--- src/rtl/multi_mode_time_counter.sv ---
// Hours/minutes/seconds counter with clock, countdown and stopwatch modes, manual
// adjust, and a snapshot save/restore register set.
module multi_mode_time_counter #(
  parameter int unsigned W     = 6,
  parameter int unsigned S_MAX = 59,
  parameter int unsigned M_MAX = 59,
  parameter int unsigned H_MAX = 23
) (
  input  logic         i_clk,
  input  logic         i_reset,
  input  logic         i_tick,
  input  logic [1:0]   i_mode,
  input  logic         i_set,
  input  logic [1:0]   i_sel,
  input  logic         i_up,
  input  logic         i_down,
  input  logic         i_start,
  input  logic         i_save,
  input  logic         i_restore,
  output logic [W-1:0] o_h,
  output logic [W-1:0] o_m,
  output logic [W-1:0] o_s,
  output logic         o_run,
  output logic         o_done
);

  typedef enum logic {StStop, StRun} run_state_e;

  localparam logic [W-1:0] SMax = W'(S_MAX);
  localparam logic [W-1:0] MMax = W'(M_MAX);
  localparam logic [W-1:0] HMax = W'(H_MAX);
  localparam logic [W-1:0] One  = W'(1);

  logic [W-1:0] h_q, h_d, m_q, m_d, s_q, s_d;
  logic [W-1:0] snap_h_q, snap_h_d, snap_m_q, snap_m_d, snap_s_q, snap_s_d;
  logic         up_q, down_q, start_q;
  logic [1:0]   mode_q;
  logic         done_q, done_d;
  run_state_e   state_q, state_d;

  logic         up_edge, down_edge, start_edge, mode_chg, is_zero, run_ok, expire;
  logic [W-1:0] s_up, s_dn, m_up, m_dn, h_up, h_dn;
  logic [W-1:0] inc_h, inc_m, inc_s, dec_h, dec_m, dec_s;

  assign up_edge    = i_up & ~up_q;
  assign down_edge  = i_down & ~down_q;
  assign start_edge = i_start & ~start_q;
  assign mode_chg   = (i_mode != mode_q);
  assign is_zero    = (h_q == '0) && (m_q == '0) && (s_q == '0);
  assign run_ok     = (state_q == StRun) && !mode_chg;

  // Per-field wrap steps, shared by manual adjust and the carry/borrow chains.
  assign s_up = (s_q == SMax) ? '0 : s_q + One;
  assign s_dn = (s_q == '0) ? SMax : s_q - One;
  assign m_up = (m_q == MMax) ? '0 : m_q + One;
  assign m_dn = (m_q == '0) ? MMax : m_q - One;
  assign h_up = (h_q == HMax) ? '0 : h_q + One;
  assign h_dn = (h_q == '0) ? HMax : h_q - One;

  assign inc_s = s_up;
  assign inc_m = (s_q == SMax) ? m_up : m_q;
  assign inc_h = ((s_q == SMax) && (m_q == MMax)) ? h_up : h_q;
  assign dec_s = s_dn;
  assign dec_m = (s_q == '0) ? m_dn : m_q;
  assign dec_h = ((s_q == '0) && (m_q == '0)) ? h_dn : h_q;

  always_comb begin
    h_d      = h_q;
    m_d      = m_q;
    s_d      = s_q;
    snap_h_d = snap_h_q;
    snap_m_d = snap_m_q;
    snap_s_d = snap_s_q;
    state_d  = state_q;
    done_d   = 1'b0;
    expire   = 1'b0;

    if (i_restore) begin
      h_d     = snap_h_q;
      m_d     = snap_m_q;
      s_d     = snap_s_q;
      state_d = StStop;
    end else if (i_save) begin
      snap_h_d = h_q;
      snap_m_d = m_q;
      snap_s_d = s_q;
    end else if (i_set) begin
      state_d = StStop;
      if (up_edge ^ down_edge) begin
        unique case (i_sel)
          2'b00:   s_d = up_edge ? s_up : s_dn;
          2'b01:   m_d = up_edge ? m_up : m_dn;
          2'b10:   h_d = up_edge ? h_up : h_dn;
          2'b11:   ;
        endcase
      end
    end else if (i_mode != 2'b11) begin
      unique case (i_mode)
        2'b00: if (i_tick) begin
          h_d = inc_h; m_d = inc_m; s_d = inc_s;
        end
        2'b01: if (run_ok && i_tick && !is_zero) begin
          h_d = dec_h; m_d = dec_m; s_d = dec_s;
          if ((h_q == '0) && (m_q == '0) && (s_q == One)) begin
            done_d  = 1'b1;
            expire  = 1'b1;
            state_d = StStop;
          end
        end
        2'b10: if (run_ok && i_tick) begin
          h_d = inc_h; m_d = inc_m; s_d = inc_s;
        end
        2'b11: ;
      endcase
      // Start only toggles the run FSM in countdown and stopwatch modes.
      if (start_edge && (i_mode[0] ^ i_mode[1]) && !expire) begin
        if (state_q == StRun) begin
          state_d = StStop;
        end else if (i_mode == 2'b10 || !is_zero) begin
          state_d = StRun;
        end
      end
    end

    if (mode_chg) state_d = StStop;
  end

  always_ff @(posedge i_clk or negedge i_reset) begin
    if (!i_reset) begin
      h_q      <= '0;
      m_q      <= '0;
      s_q      <= '0;
      snap_h_q <= '0;
      snap_m_q <= '0;
      snap_s_q <= '0;
      up_q     <= 1'b0;
      down_q   <= 1'b0;
      start_q  <= 1'b0;
      mode_q   <= 2'b00;
      done_q   <= 1'b0;
      state_q  <= StStop;
    end else begin
      h_q      <= h_d;
      m_q      <= m_d;
      s_q      <= s_d;
      snap_h_q <= snap_h_d;
      snap_m_q <= snap_m_d;
      snap_s_q <= snap_s_d;
      up_q     <= i_up;
      down_q   <= i_down;
      start_q  <= i_start;
      mode_q   <= i_mode;
      done_q   <= done_d;
      state_q  <= state_d;
    end
  end

  assign o_h    = h_q;
  assign o_m    = m_q;
  assign o_s    = s_q;
  assign o_run  = (state_q == StRun);
  assign o_done = done_q;

endmodule

--- config.mk ---
export PLATFORM = sky130hd
export DESIGN_NAME = multi_mode_time_counter
export DESIGN_NICKNAME = d
export VERILOG_FILES = /design/src/rtl/multi_mode_time_counter.sv
export SDC_FILE = /design/constraint.sdc
export NUM_CORES = 1
export LEC_CHECK = 0
export ABC_AREA = 1
export CAP_MARGIN = 20
export CORE_MARGIN = 3
export CORE_UTILIZATION = 50
export CTS_CLUSTER_DIAMETER = 40
export DETAILED_ROUTE_END_ITERATION = 16
export GPL_TIMING_DRIVEN = 0
export PLACE_DENSITY_LB_ADDON = 0.25
export SYNTH_ARGS = -nofsm -noshare
export SYNTH_HDL_FRONTEND = slang
export SYNTH_SLANG_ARGS = --single-unit
export TNS_END_PERCENT = 10
--- constraint.sdc ---
create_clock -name i_clk -period 2.8 [get_ports i_clk]
set_input_delay 0.56 -clock i_clk [delete_from_list [all_inputs] [get_ports i_clk]]
set_output_delay 0.56 -clock i_clk [all_outputs]
set_load 0.05 [all_outputs]
==> impl_metrics.yaml <==
pwr:
  internal_power_mw: 1.74
  combPwrFrac: 0.581
  power.share.switching: 0.503
  leakage_nw: 1.85
  power.total_mw: 3.51
  powerDensity_nw_per_um2: 964
  ir_drop_mv: 0.550
  power_frac_seq: 0.302
  clockPowerShare: 0.117
  p_switching_mw: 1.77
cells_and_area:
  area_growth_pct: 16.5
  drive_gt1_frac: 0.106
  nFillCells: 579
  finalCoreUtilization: 0.608
  antenna_cells: 0
  register_area_sq_um: 1080
  multi_input_area_sq_um: 1790
  final_nets: 509
timing:
  slew_viol_final: 0
  worst_pin_slew_ns: 0.542
  finalCritPeriodShare: 0.843
  skew_ns: 0.00627
  rsz0062_at_grt: "no"
  layout_setup_ws_ns: 0.438
  max_freq_ghz: 0.423
  setup_tns_ns: 0
  setup_viol: 0
  hold_violations: 0
  timing.hold.ws_ns: 0.209
  slew_headroom: 0.639
  finalCriticalPeriod_ns: 2.36
synth:
  syn_nets: 469
  synth_area_sq_um: 3130
  ys_ff_latch: 43
  synthTopCellsByArea: "dfrtp_1, nand2_1, nand3_1, ha_1, inv_1"
  synth_cell_types: 31
  avgSynthCellArea_sq_um: 7.07
  synth_top_family_by_area: "simple AND/OR/NAND/NOR gates"
  ys_seq_area_frac: 0.344
  synth.area.mux_share: 0
  synth_commonest_cells: "nand2_1, dfrtp_1, inv_1, nor2_1, nand3_1"
  synth_compound_area_frac: 0.0761
  synth.largest_area_cell: "dfrtp_1"
  yosysTopAreaCellShare: 0.344
  synth_cells: 442
  synth_edf_count: 0
  synth_simple_gate_area_share: 0.394
  synthAdderAreaFrac: 0.0560
  synth_warnings: 0
  synthXorXnorAreaFrac: 0.0476
  synth.most_common_cell: "nand2_1"
  synth_ff_type: "dfrtp_1"
  async_flop_share: 1.00
global_route:
  grt_first_pass_wirelength_microns: 13300
  grt_start_max_net_pins: 26
  overflow: 0
  antenna_found_initial: 0
  grt_pass1_vias: 2883
  grt_usage: 0.226
routing:
  post_drt_wl_per_cell_microns: 14.0
  drtIter0Drc: 161
  vias_per_cell: 5.34
  drc: 0
  vias: 2976
  drtAntennaViolNets: 0
  wl_microns: 7780
  first_pass_iters: 5
min_path:
  hold_class: "in2async"
job:
  drv_cap: 0
placement:
  dp_hpwl_microns: 5900
  pre_cts_ws_ns: 0.155
  place_congestion: 0.915
  io_buffers: 32
cts:
  cts.clk_slew.worst_paths_ns: 0.09
  holdBufCountCts: 0
  cts-buffers-inserted: 5
  cts.htree.levels: 2
  postCtsSetupBuffers: 0
  clock_path_buffers: 2
  clock_latency_ns: 0.30
  ctsResizeCount: 0
  clkSinkCount: 43
  cts_root_buf: "clkbuf_8"
  cts_tree: "yes"
worst_setup_path:
  crit_buf_inv: 5
  path_common_cell: "nand2_1"
  critPathTopFamily: "buffers and inverters"
  worst_ep_required_time_ns: 3.04
  worstSetupPathType: "in2reg"
  critPathSlowestCell: "clkdlybuf4s50_1"
  cpPeakStageDelay_ns: 0.49
  arrival_ns: 2.60
  path_cells: "clkdlybuf4s50_1 -> inv_1 -> ha_1 -> inv_1 -> nand2_1 -> nand3_2 -> inv_2 -> buf_2 -> nand4_1 -> nand3_1 -> nand2_1 -> nand2_1"
  cp-start-kind: "input port"
  path_max_fanout: 10
  endpoint_kind: "register"
run_status:
  status: "finished clean"
floorplanning:
  die_area_sq_um: 7240
  start_util: 0.522
  core_area_sq_um: 5990
  die_h_microns: 85.1
  io_pins: 33
  die_w_microns: 85.1
  num_rows: 28
==> power by group through the flow <==
| stage | Combinational (mW) | Clock (mW) | Sequential [mW] |
|---|---|---|---|
| floorplan | 1.12 | 0 | 1.41 |
| global placement | 1.98 | 0 | 1.05 |
| detailed placement | 2.02 | 0 | 1.07 |
| CTS | 2.03 | 0.418 | 1.06 |
| global route | 2.25 | 0.450 | 1.10 |
| finish | 2.04 | 0.410 | 1.06 |
==> worst paths after layout <==
path | slack [ns] | from | cells after the start | end
worst min register to register | 0.49 | snap_m_q[4]$_DFFE_PN0P_ | 2 | snap_m_q[4]$_DFFE_PN0P_
max in group asynchronous | 2.09 | i_reset | 2 | snap_m_q[5]$_DFFE_PN0P_
worst max register to register | 0.78 | o_h[0]$_DFFE_PN0P_ | 9 | o_s[3]$_DFFE_PN0P_
min in group i_clk | 0.49 | snap_m_q[4]$_DFFE_PN0P_ | 2 | snap_m_q[4]$_DFFE_PN0P_
worst max-delay path | 0.44 | i_mode[1] | 12 | o_h[3]$_DFFE_PN0P_
worst min-delay path | 0.21 | i_reset | 1 | o_h[1]$_DFFE_PN0P_
==> metal layers <==
layer | wire length, microns | vias up | track usage
met1 | 3340 | 1379 | 0.295
met3 | 418 | 8 | 0.0359
met4 | 63 | 0 | 0.0561
met5 | 0 | - | 0
li1 | - | 1474 | -
met2 | 3950 | 115 | 0.392
==> per-stage QoR <==
stage          instance area (sq um)  std cells
5_1_grt                         3640        557
3_5_place_dp                    3550        550
3_3_place_gp                    3540        549
6_report                        3640        557
2_1_floorplan                   3130        442
4_1_cts                         3640        557
==> worst register-to-register path, delay by kind of cell (launching register included) <==
family / cells / cell delay (ns)
and+or+nand+nor: 6 / 0.92
buffers and inverters: 2 / 0.33
adders and majority gates: 1 / 0.31
DFF: 1 / 0.39
==> state kept, by name (all words and copies together), names as in the netlist, 2 cells and up <==
register and flops:
snap_m_q 6, o_h 6, snap_s_q 6, o_s 6
mode_q 2, snap_h_q 6, o_m 6
==> cells by family (layout without fill, tap and decap cells) <==
group	count (synthesis)	in the layout
flip-flops	43	43
buffers and inverters	63	103
XOR/XNOR	17	17
AND/OR/NAND/NOR	261	261
adder cells (fa/ha/maj)	14	14
AO/OA/AOI/OAI	44	44
==> area by class of cell <==
class,instances,area share
plain buffers,11,0.0168
clock buffers,6,0.0227
inverters,52,0.0536
multi-input cells,336,0.492
well taps,75,0.0258
repair buffers,33,0.0921
flip-flops and latches,43,0.295
clock inverters,1,0.00137
==> cell usage in the layout, fill, tap and decap left out, types with 5 or more instances in the layout <==
cell,instances
inv_2,9
ha_1,14
xor2_1,16
dfrtp_1,43
o21ai_0,27
nor2_2,6
inv_1,41
a21oi_1,9
nand3_1,37
nand2_2,5
nand3_4,5
clkbuf_8,6
nor2_1,41
o21bai_1,6
nand4_1,8
clkdlybuf4s50_1,31
nand2_1,142
buf_2,5
Power figures use the tool's default switching activity.
